$ cat config.mk
export PLATFORM = sky130hd
export DESIGN_NAME = arith_unit_scheduler
export DESIGN_NICKNAME = d
export VERILOG_FILES = /design/src/rtl/sync_arith_pkg.sv /design/src/rtl/arith_rr_pick.sv /design/src/rtl/arith_unit_scheduler.sv
export SDC_FILE = /design/constraint.sdc
export NUM_CORES = 1
export LEC_CHECK = 0
export CORE_AREA = 2 2 166 168
export CTS_CLUSTER_SIZE = 20
export DETAILED_ROUTE_END_ITERATION = 8
export DIE_AREA = 0 0 168 170
export GPL_TIMING_DRIVEN = 0
export SLEW_MARGIN = 40
export SYNTH_ARGS = -nofsm -noshare
export SYNTH_HDL_FRONTEND = slang
export SYNTH_SLANG_ARGS = --single-unit
$ cat constraint.sdc
create_clock -name i_clk -period 4 [get_ports i_clk]
set_input_delay 0.4 -clock i_clk [delete_from_list [all_inputs] [get_ports i_clk]]
set_output_delay 0.4 -clock i_clk [all_outputs]
set_load 0.05 [all_outputs]
$ cat src/rtl/sync_arith_pkg.sv
// rtl/sync_arith_pkg.sv - shared types and constants for the arithmetic scheduler and ALU
package sync_arith_pkg;

  // Scheduler phases: waiting for a request, waiting on the ALU, presenting a response
  typedef enum logic [1:0] {
    IDLE = 2'd0,
    EXEC = 2'd1,
    RESP = 2'd2
  } sched_state_t;

  localparam int STATUS_W = 4;
  localparam int OP_W     = 2;

  // Op codes understood by the shared ALU; the scheduler forwards them untouched
  localparam logic [OP_W-1:0] OP_ADD = 2'd0;
  localparam logic [OP_W-1:0] OP_SUB = 2'd1;
  localparam logic [OP_W-1:0] OP_AND = 2'd2;
  localparam logic [OP_W-1:0] OP_XOR = 2'd3;

  // Status bit positions: negative, zero, carry/borrow, signed overflow
  localparam int ST_N = 3;
  localparam int ST_Z = 2;
  localparam int ST_C = 1;
  localparam int ST_V = 0;

endpackage

$ cat src/rtl/arith_rr_pick.sv
// rtl/arith_rr_pick.sv - combinational round-robin picker over a request vector
module arith_rr_pick #(
  parameter int N_REQ = 4,
  parameter int IDX_W = $clog2(N_REQ)
) (
  input  logic [N_REQ-1:0] req_i,
  input  logic [IDX_W-1:0] last_grant_i,
  output logic [N_REQ-1:0] grant_o,
  output logic [IDX_W-1:0] idx_o,
  output logic             valid_o
);

  // Scan starting just past the previous winner, wrapping N_REQ-1 -> 0; first hit wins
  always_comb begin
    logic             found;
    logic [IDX_W-1:0] cand;
    grant_o = '0;
    idx_o   = '0;
    valid_o = 1'b0;
    found   = 1'b0;
    cand    = '0;
    for (int k = 1; k <= N_REQ; k++) begin
      cand = IDX_W'((int'(last_grant_i) + k) % N_REQ);
      if (!found && req_i[cand]) begin
        found          = 1'b1;
        grant_o[cand]  = 1'b1;
        idx_o          = cand;
      end
    end
    valid_o = found;
  end

endmodule

$ cat src/rtl/arith_unit_scheduler.sv
// rtl/arith_unit_scheduler.sv - round-robin scheduler sharing one external ALU among requesters
module arith_unit_scheduler
  import sync_arith_pkg::*;
#(
  parameter int BITS        = 32,
  parameter int N_REQ       = 4,
  parameter int ALU_LATENCY = 1
) (
  input  logic                        i_clk,
  input  logic                        i_reset,
  input  logic [N_REQ-1:0]            i_req_valid,
  output logic [N_REQ-1:0]            o_req_ready,
  input  logic [N_REQ-1:0][BITS-1:0]  i_req_arg_A,
  input  logic [N_REQ-1:0][BITS-1:0]  i_req_arg_B,
  input  logic [N_REQ-1:0][OP_W-1:0]  i_req_op,
  output logic [BITS-1:0]             o_alu_arg_A,
  output logic [BITS-1:0]             o_alu_arg_B,
  output logic [OP_W-1:0]             o_alu_op,
  input  logic [BITS-1:0]             i_alu_result,
  input  logic [STATUS_W-1:0]         i_alu_status,
  output logic [N_REQ-1:0]            o_rsp_valid,
  input  logic [N_REQ-1:0]            i_rsp_ready,
  output logic [BITS-1:0]             o_rsp_result,
  output logic [STATUS_W-1:0]         o_rsp_status,
  output logic                        o_busy
);

  localparam int IDX_W = $clog2(N_REQ);
  localparam int CNT_W = $clog2(ALU_LATENCY + 1);

  sched_state_t          state_q, state_d;
  logic [CNT_W-1:0]      cnt_q, cnt_d;
  logic [IDX_W-1:0]      grant_idx_q;
  logic [IDX_W-1:0]      last_grant_q;
  logic [BITS-1:0]       arg_a_q, arg_b_q;
  logic [OP_W-1:0]       op_q;
  logic [BITS-1:0]       rsp_result_q;
  logic [STATUS_W-1:0]   rsp_status_q;

  logic [N_REQ-1:0]      pick_grant;
  logic [IDX_W-1:0]      pick_idx;
  logic                  pick_valid;
  logic                  accept;
  logic                  capture;
  logic                  rsp_ack;

  arith_rr_pick #(
    .N_REQ (N_REQ),
    .IDX_W (IDX_W)
  ) u_pick (
    .req_i        (i_req_valid),
    .last_grant_i (last_grant_q),
    .grant_o      (pick_grant),
    .idx_o        (pick_idx),
    .valid_o      (pick_valid)
  );

  // A grant is only ever offered to a valid requester, so offering it in IDLE is acceptance
  assign accept  = (state_q == IDLE) && pick_valid;
  assign capture = (state_q == EXEC) && (cnt_q == '0);
  assign rsp_ack = i_rsp_ready[grant_idx_q];

  // FSM state register
  always_ff @(posedge i_clk or posedge i_reset) begin
    if (i_reset) begin
      state_q <= IDLE;
    end else begin
      state_q <= state_d;
    end
  end

  // FSM next state: accept -> wait out ALU latency -> hold response until its owner takes it
  always_comb begin
    state_d = state_q;
    case (state_q)
      IDLE:    if (accept)  state_d = EXEC;
      EXEC:    if (capture) state_d = RESP;
      RESP:    if (rsp_ack) state_d = IDLE;
      default: state_d = IDLE;
    endcase
  end

  // FSM outputs: grant offered only in IDLE, response bus zeroed unless presenting
  always_comb begin
    o_req_ready  = '0;
    o_rsp_valid  = '0;
    o_rsp_result = '0;
    o_rsp_status = '0;
    o_busy       = (state_q != IDLE);
    if (state_q == IDLE && !i_reset) begin
      o_req_ready = pick_grant;
    end
    if (state_q == RESP) begin
      o_rsp_valid[grant_idx_q] = 1'b1;
      o_rsp_result             = rsp_result_q;
      o_rsp_status             = rsp_status_q;
    end
  end

  // Latency countdown: loaded on acceptance, runs down to zero while executing
  always_comb begin
    cnt_d = cnt_q;
    if (accept) begin
      cnt_d = CNT_W'(ALU_LATENCY);
    end else if (state_q == EXEC && cnt_q != '0) begin
      cnt_d = cnt_q - 1'b1;
    end
  end

  // Latency counter register
  always_ff @(posedge i_clk or posedge i_reset) begin
    if (i_reset) begin
      cnt_q <= '0;
    end else begin
      cnt_q <= cnt_d;
    end
  end

  // Hold registers: snapshot the winner's operands so later requester changes cannot leak in
  always_ff @(posedge i_clk or posedge i_reset) begin
    if (i_reset) begin
      grant_idx_q  <= '0;
      last_grant_q <= IDX_W'(N_REQ - 1);
      arg_a_q      <= '0;
      arg_b_q      <= '0;
      op_q         <= '0;
    end else if (accept) begin
      grant_idx_q  <= pick_idx;
      last_grant_q <= pick_idx;
      arg_a_q      <= i_req_arg_A[pick_idx];
      arg_b_q      <= i_req_arg_B[pick_idx];
      op_q         <= i_req_op[pick_idx];
    end
  end

  // Response registers: take the ALU output once its latency has elapsed
  always_ff @(posedge i_clk or posedge i_reset) begin
    if (i_reset) begin
      rsp_result_q <= '0;
      rsp_status_q <= '0;
    end else if (capture) begin
      rsp_result_q <= i_alu_result;
      rsp_status_q <= i_alu_status;
    end
  end

  assign o_alu_arg_A = arg_a_q;
  assign o_alu_arg_B = arg_b_q;
  assign o_alu_op    = op_q;

endmodule

* Word-level counts from Yosys, hierarchy flattened
Cells that the tools add are included.
Word-level totals: bits in registers 109
Operators by class: add/sub/neg operators 5, bitwise operators 4, magnitude comparators 11, equality and inequality tests 5, reduce and logical (&&, ||, !) cells 20, mux-type cells 48
Operators by type and width (count):
- $bmux 32 s2 | 2
- $mux 32 | 3
- $mux 4 | 7
- $lt 2x3->1 const B | 6
- $mux 1 | 16
- $mux 2 | 8
- $logic_and 1x1->1 | 12
- $or 4x4->4 | 3
- $bmux 1 s2 | 5
- $demux 1 s2 | 5
- $ge 2x1->1 const B | 5
- $ne 2x2->1 const B | 3
- $pmux 2 s3 | 1
- $add 2x1->2 const B | 2
- $add 2x2->2 const B | 2
- $bmux 2 s2 | 1
- $logic_not 1->1 | 4
- $reduce_bool 2->1 | 2
- $reduce_and 3->1 | 1
- $eq 2x1->1 const B | 1
- $eq 2x2->1 const B | 1
- $logic_not 2->1 | 1
- $not 1->1 | 1
- $sub 1x1->1 const B | 1

* Longest topological paths before layout
Gate-level depths: netlist (run 1).
depth in word-level cells 16, depth in mapped cells 12, depth with buffers taken out 8

* Modules after synthesis
A second synthesis (run 1) with hierarchy kept.
Second synthesis, totals: cells, all modules 458, area total of the unflattened synthesis 6672.6 µm²
Modules (own cells, without submodules):
- arith_unit_scheduler | area an instance 6043.3 µm², times used 1, cells each 372, sequential area each 2730.1 µm²
- arith_rr_pick | area an instance 629.4 µm², times used 1, cells each 86, sequential area each 0.0 µm²

* Least setup slack after synthesis (run 1)
OpenSTA, ideal clock, no wires.
kind input to output, start input i_reset, end output o_req_ready[0], stages on the path 3, slack -0.246 ns, arrival 3.846 ns, cell sequence inv_1 > nand2_1 > nor2_1
On the way: cells in the longest elaborated chain, start to end 3
Ends and longest elaborated chain:
- start, declared | line arith_unit_scheduler.sv:10 | input logic i_reset,
- $logic_not 1->1 (no line)
- $logic_and 1x1->1 | line arith_unit_scheduler.sv:90 | if (state_q == IDLE && !i_reset) begin
- $mux 4 | line arith_unit_scheduler.sv:90
- end, declared | line arith_unit_scheduler.sv:12 | output logic [N_REQ-1:0] o_req_ready,
Every way passes these cells.

* Final worst setup path (run 1)
start register last_grant_q[0], end register arg_b_q[31], in the netlist o_alu_arg_B[31]
On the way: cells in the longest elaborated chain, start to end 15, elaborated cells on any way between the ends 29
Ends and longest elaborated chain:
- start, declared | line arith_unit_scheduler.sv:34 | logic [IDX_W-1:0] last_grant_q;
- start signal, assigned | line arith_unit_scheduler.sv:123 | last_grant_q <= IDX_W'(N_REQ - 1);
- start signal, assigned | line arith_unit_scheduler.sv:129 | last_grant_q <= pick_idx;
- $add 2x1->2 | line arith_rr_pick.sv:23 | cand = IDX_W'((int'(last_grant_i) + k) % N_REQ);
- $bmux 1 s2 | line arith_rr_pick.sv:24 | if (!found && req_i[cand]) begin
- $mux 1 (not written as such) | line arith_rr_pick.sv:24
- $mux 1 | line arith_rr_pick.sv:24
- $logic_not 1->1 | line arith_rr_pick.sv:24
- $logic_and 1x1->1 | line arith_rr_pick.sv:24
- $mux 1 | line arith_rr_pick.sv:24
- $logic_not 1->1 | line arith_rr_pick.sv:24
- $logic_and 1x1->1 | line arith_rr_pick.sv:24
- $mux 1 | line arith_rr_pick.sv:24
- $logic_not 1->1 | line arith_rr_pick.sv:24
- $logic_and 1x1->1 | line arith_rr_pick.sv:24
- $mux 2 | line arith_rr_pick.sv:24
- $bmux 32 s2 | line arith_unit_scheduler.sv:131 | arg_b_q <= i_req_arg_B[pick_idx];
- $mux 32 (not written as such) | line arith_unit_scheduler.sv:131
- end signal, assigned | line arith_unit_scheduler.sv:131
- end, declared | line arith_unit_scheduler.sv:35 | logic [BITS-1:0] arg_a_q, arg_b_q;
Parallel ways exist; a longest one is shown, timed or not. The select of a mux whose other input is x is not followed. A chain may end at the register's enable or synchronous reset.

==> impl_metrics.ini, run 1 <==
[synth]
synth_flop_cell = dfrtp_1
synthTopCellsByCount = 133 x mux2i_1, 107 x dfrtp_1, 75 x nand2_1
synth_top_area_share_pct = 41.7
ys_ff_latch = 109
synth_edf_count = 0
synth_cell_types = 34
synth_nets = 887
synthCells = 569
synthArstFlopShare_pct = 100
synth.most_common_cell = mux2i_1
yosysSeqAreaShare_pct = 42.5
yosysWarnings = 0
avgSynthCellArea_sq_um = 11.3
syn-cell-area_sq_um = 6420
synth_area_leaders = dfrtp_1 42%, mux2i_1 21%, o221ai_1 9.0%
netlist.top_cell.by_area = dfrtp_1

[drt]
wl_per_cell_microns = 20.4
drt-initial-drc-count = 227
drc = 0
drtPass1Iterations = 4
ant_nets = 0
wirelength_microns = 27600
num_vias = 6336
vias_per_cell = 4.69

[clock_tree]
cts_max_level = 3
root_buffer = clkbuf_16
clockBufferDepth = 2
clk_latency_ns = 0.35
cts.sinks = 109
cts_buffers = 9
postCtsSetupBuffers = 0
ctsHoldBuffers = 0
clk_pin_slew_worst_paths_ns = 0.09
cts_tree = done

[placement]
gp_congestion = 0.780
dpl.cell_count = 1335
dp_hpwl_microns = 21900
port_buffers = 420

[critical_path]
slowest_stage = dfstp_2
path_cells = buf_6 -> inv_1 -> ha_2 -> mux4_2 -> buf_2 -> nor2_1 -> o22ai_1 -> nand3_1 -> buf_2 -> buf_2 -> o221ai_1
cp-end-kind = flop
critPathRequiredTime_ns = 4.20
critical_path.top_delay_family = buffers and inverters
critPathBufInv = 5
path_max_fanout = 10
arrival_ns = 3.92
crit_type = reg2reg
cp-start-kind = flop
critPathMaxStageDelay_ns = 0.59
crit_path_frequent_cell = buf_2

[run]
drv_cap = 0

[floorplan]
pin_count = 421
die_x_microns = 168
die_h_microns = 170
die_area_sq_um = 28600
num_rows = 60
initial_utilization_pct = 24.1
core-area_sq_um = 26700

[global_route]
first_global_vias = 6697
antenna_found_initial = 1
grt_pass1_wl_microns = 40200
grt_max_degree = 24
grtUsageTotal_pct = 18.7
grt-ovfl-total = 0

[timing]
layout_min_cycle_time_ns = 3.72
setup_tns_ns = 0
fin_worst_skew_ns = 0.00921
post-route-period-util_pct = 93.0
slew-limit-headroom_pct = 58.6
drv_slew = 0
setup_viol = 0
rsz0062_at_grt = false
fmax_mhz = 269
hold_viol = 0
worst_pin_slew_ns = 0.621

[outcome]
status = finished clean

[power]
vdd_ir_drop_max_mv = 0.440
p_leak_nw = 4.87
power_density_nw_per_um2 = 892

[layout]
antenna_cells = 0
final_cells = 1351
fin_nets = 1323
drive_gt1_share_pct = 9.60
areaGrowthSynthToFinish_pct = 78.3
fillers = 2592

[hold_path]
hold_class = in2async
==> through the flow <==
step | hold WS (ns) | setup WS (ns) | area (sq um) | utilization (%) | power, mW
final | 0.318 | 0.281 | 11500 | 43.0 | 10.2
after global routing | 0.337 | 0.00908 | 11500 | 43.0 | 10.8
after CTS | 0.308 | 0.0118 | 11500 | 43.0 | 10.4
after detailed placement | 0.472 | 0.0275 | 11200 | 41.9 | 9.40
after global placement | 0.468 | -1.22 | 11100 | 41.5 | 9.35
after floorplan | 0.472 | 0.589 | 6430 | - | 6.99
==> worst reg2reg max path, delay by kind of cell, from the launching register on <==
| kind | cells | cell delay [ns] |
|---|---|---|
| compound gates | 2 | 0.29 |
| fa+ha+maj | 1 | 0.42 |
| buf+inv | 5 | 1.31 |
| flops | 1 | 0.59 |
| mux | 1 | 0.57 |
| simple gates | 2 | 0.39 |
==> cells in the final DEF, fill, tap and decap left out, types with 2 or more instances in the layout <==
cell and n:
clkdlybuf4s50_1 416, mux2i_1 133, dfrtp_1 107, nand2_1 75
o221ai_1 66, mux2_2 39, and2_1 37, clkbuf_1 25
nor2_1 14, buf_12 9, clkbuf_16 9, ha_1 7
buf_2 6, mux4_2 5, clkbuf_4 5, inv_1 4
clkbuf_2 4, a22oi_1 4, a221oi_1 4, nor2b_1 3
nor3_1 3, o22ai_1 3, nand2b_1 3, inv_6 3
buf_6 2, buf_4 2, o21ai_0 2, dfstp_2 2
buf_16 2
==> where the power goes <==
group          switching (mW)  internal, mW
Sequential              0.334          1.70
Clock                   0.483         0.443
Combinational            4.25          3.00
==> metal layers <==
| metal | GRT usage, % | vias up | share of wire (%) |
|---|---|---|---|
| li1 | - | 2980 | - |
| met1 | 22.8 | 3067 | 41 |
| met2 | 33.4 | 260 | 51 |
| met3 | 3.88 | 27 | 6.2 |
| met4 | 5.37 | 2 | 1.8 |
| met5 | 0 | - | 0.047 |
==> cell type report <==
type | count | area (sq um) | area share [%]
sequential | 109 | 2730 | 23.8
buffer | 46 | 330 | 2.88
timing repair buffer | 425 | 4300 | 37.5
tap | 341 | 427 | 3.73
clock inverter | 6 | 62.6 | 0.546
clock buffer | 10 | 229 | 2.00
inverter | 5 | 22.5 | 0.197
multi-input combinational | 409 | 3350 | 29.3
==> final timing paths <==
| kind | slack [ns] | cells past startpoint | start | endpoint |
|---|---|---|---|---|
| max | 0.28 | 11 | last_grant_q[0] | o_alu_arg_B[31] |
| min | 0.32 | 2 | i_reset | o_alu_arg_A[2] |
| max reg2reg | 0.28 | 11 | last_grant_q[0] | o_alu_arg_B[31] |
| min reg2reg | 0.49 | 2 | o_alu_arg_B[24] | o_alu_arg_B[24] |
| max in group asynchronous | 3.02 | 4 | i_reset | last_grant_q[1] |
| min in group i_clk | 0.49 | 2 | o_alu_arg_B[24] | o_alu_arg_B[24] |
==> state kept, by name (all words and copies together) (netlist names) <==
name,cells
o_alu_op,2
last_grant_q,2
cnt_q,1
rsp_status_q,4
o_alu_arg_A,32
state_q,2
rsp_result_q,32
grant_idx_q,2
o_alu_arg_B,32
==> cells by family (layout without fill, tap and decap cells) <==
family | after synthesis | count (layout) | synth area share [%]
compound gates | 84 | 84 | 11.0
fa+ha+maj | 8 | 8 | 1.56
buf+inv | 51 | 492 | 5.40
flops | 109 | 109 | 42.5
mux | 177 | 177 | 29.3
simple gates | 140 | 140 | 10.2
==> timing repair <==
item	CTS	global route
endpoints found under the setup margin	4	17
gates resized for setup	10	9
endpoints found under the hold margin	0	0
Power figures use the tool's default switching activity.
==> run 2: changes to the inputs <==
SLEW_MARGIN = unset   (was 40)
==> run 2 against run 1 <==
Design area shrank 0.39%. Register-to-register slack gained 0.03 ns. Maximum frequency grew 0.25%. Clock skew shrank 0.0012 ns. Sequential power is essentially flat. Die area is the same. Count of clock-buffer cells in the layout is the same. Combinational power is essentially flat. Non-clock buffer count shrank 2. First-iteration DRC count grew 0.88%. Power grew 0.37%. Critical path type is now reg2out. Largest power group unchanged.
==> impl_metrics.ini, run 2 (synthesis results as in run 1) <==
[floorplan]
die_x_microns = 168
pin_count = 421
num_rows = 60
die_h_microns = 170
die_area_sq_um = 28600
initial_utilization_pct = 24.1
core-area_sq_um = 26700

[timing]
fmax_mhz = 270
worst_pin_slew_ns = 1.01
hold_viol = 0
post-route-period-util_pct = 92.7
slew-limit-headroom_pct = 32.5
drv_slew = 0
setup_tns_ns = 0
rsz0062_at_grt = false
fin_worst_skew_ns = 0.00803
setup_viol = 0
layout_min_cycle_time_ns = 3.71

[critical_path]
path_cells = buf_6 -> inv_1 -> ha_2 -> mux4_2 -> buf_2 -> nor3_1 -> and2_1 -> a221oi_1 -> nor2_1 -> clkbuf_2
path_depth = 10
path_max_fanout = 10
rrSetupSlack_ns = 0.31
critPathMaxStageDelay_ns = 0.60
r2r_start = last_grant_q[0]
critPathBufInv = 4
rr_endpoint = o_alu_arg_A[0]
reg2reg_depth = 11
cp-end-kind = output pin
crit_type = reg2out
cp-start-kind = flop
critical_path.top_delay_family = buffers and inverters
critPathRequiredTime_ns = 3.60
arrival_ns = 3.31
slowest_stage = dfstp_2

[layout]
final_cell_mix = 416 x clkdlybuf4s50_1, 133 x mux2i_1, 107 x dfrtp_1
seq_area_sq_um = 2730
antenna_cells = 0
drive_gt1_share_pct = 9.23
final_cells = 1349
areaGrowthSynthToFinish_pct = 77.6
fillers = 2612
design_area_sq_um = 11400
fin_nets = 1321
layout_commonest_cell = clkdlybuf4s50_1
multiInputGateArea_sq_um = 3350

[global_route]
grt_max_degree = 38
grtUsageTotal_pct = 18.7
grt_pass1_wl_microns = 40000
antenna_found_initial = 1
grt-ovfl-total = 0
first_global_vias = 6538

[clock_tree]
clk_pin_slew_worst_paths_ns = 0.08
cts_buffers = 9
clockBufferDepth = 2
root_buffer = clkbuf_16
cts_max_level = 3
cts_tree = done
cts.sinks = 109
clk_latency_ns = 0.36

[drt]
ant_nets = 0
drt-initial-drc-count = 229
wl_per_cell_microns = 20.4
wirelength_microns = 27600
drc = 0
drtPass1Iterations = 4
num_vias = 6359
vias_per_cell = 4.71

[hold_path]
hold_class = in2async

[placement]
dpl.cell_count = 1333
port_buffers = 420
gp_congestion = 0.780
dp_hpwl_microns = 21800
dpl_cell_area_sq_um = 11100

[outcome]
status = finished clean

[power]
power_density_nw_per_um2 = 899
p_leak_nw = 4.85
vdd_ir_drop_max_mv = 0.515
finalPower_mw = 10.3

[run]
drv_cap = 0
[run 2: cell types whose count changed in the layout (fill, tap and decap cells not counted)]
cell | previous run | this run
clkbuf_1 | 25 | 26
buf_16 | 2 | 0
clkinv_8 | 1 | 0
bufinv_16 | 0 | 1
nor2_2 | 1 | 0
clkbuf_2 | 4 | 3
nor2_1 | 14 | 15
[run 2: worst max path at each step]
| stage | start | end | slack (ns) |
|---|---|---|---|
| after global placement | i_reset | o_req_ready[0] | -1.22 |
| after CTS | last_grant_q[0] | o_req_ready[0] | 0.001 |
| after global routing | last_grant_q[0] | o_req_ready[1] | 0.07 |
| after floorplan | last_grant_q[0] | o_req_ready[0] | 0.59 |
| after detailed placement | last_grant_q[0] | o_alu_arg_A[3] | 0.02 |
| final | last_grant_q[0] | o_req_ready[0] | 0.29 |
[run 2: final cells by class]
type / instances / share of cell area [%]
Buffer: 46 / 2.89
Clock buffer: 10 / 2.01
Clock inverter: 6 / 0.669
Inverter: 5 / 0.197
Multi-Input combinational cell: 409 / 29.4
Sequential cell: 109 / 23.9
Tap cell: 341 / 3.74
Timing Repair Buffer: 423 / 37.2
[run 2: timing repair]
action                     in CTS  in global routing
gates cloned                    0                  0
resized for setup              10                  9
buffers inserted                0                  0
setup endpoints to repair       4                 14
hold buffers                    0                  0
[run 2: where the power goes]
group / leakage, nW / internal (mW) / switching (mW) / total [mW]
logic: 3.38 / 2.99 / 4.24 / 7.23
registers: 1.32 / 1.70 / 0.337 / 2.04
clock network: 0.150 / 0.501 / 0.482 / 0.983
[run 2: metrics by stage]
stage	setup WS [ns]	hold WS [ns]	utilization (%)
2_1_floorplan	0.589	0.472	-
3_3_place_gp	-1.22	0.468	41.5
3_5_place_dp	0.0151	0.472	41.7
4_1_cts	0.00123	0.364	42.9
5_1_grt	0.0697	0.382	42.8
6_report	0.290	0.370	42.8
[run 2: layer usage]
metal | routed length, microns | vias up | share of wire (%) | GRT usage, %
met4 | 528 | 2 | 1.9 | 5.10
met5 | 13 | - | 0.047 | 0
li1 | - | 2975 | - | -
met1 | 11500 | 3104 | 42 | 23.2
met3 | 1750 | 26 | 6.4 | 4.37
met2 | 13800 | 252 | 50 | 32.4
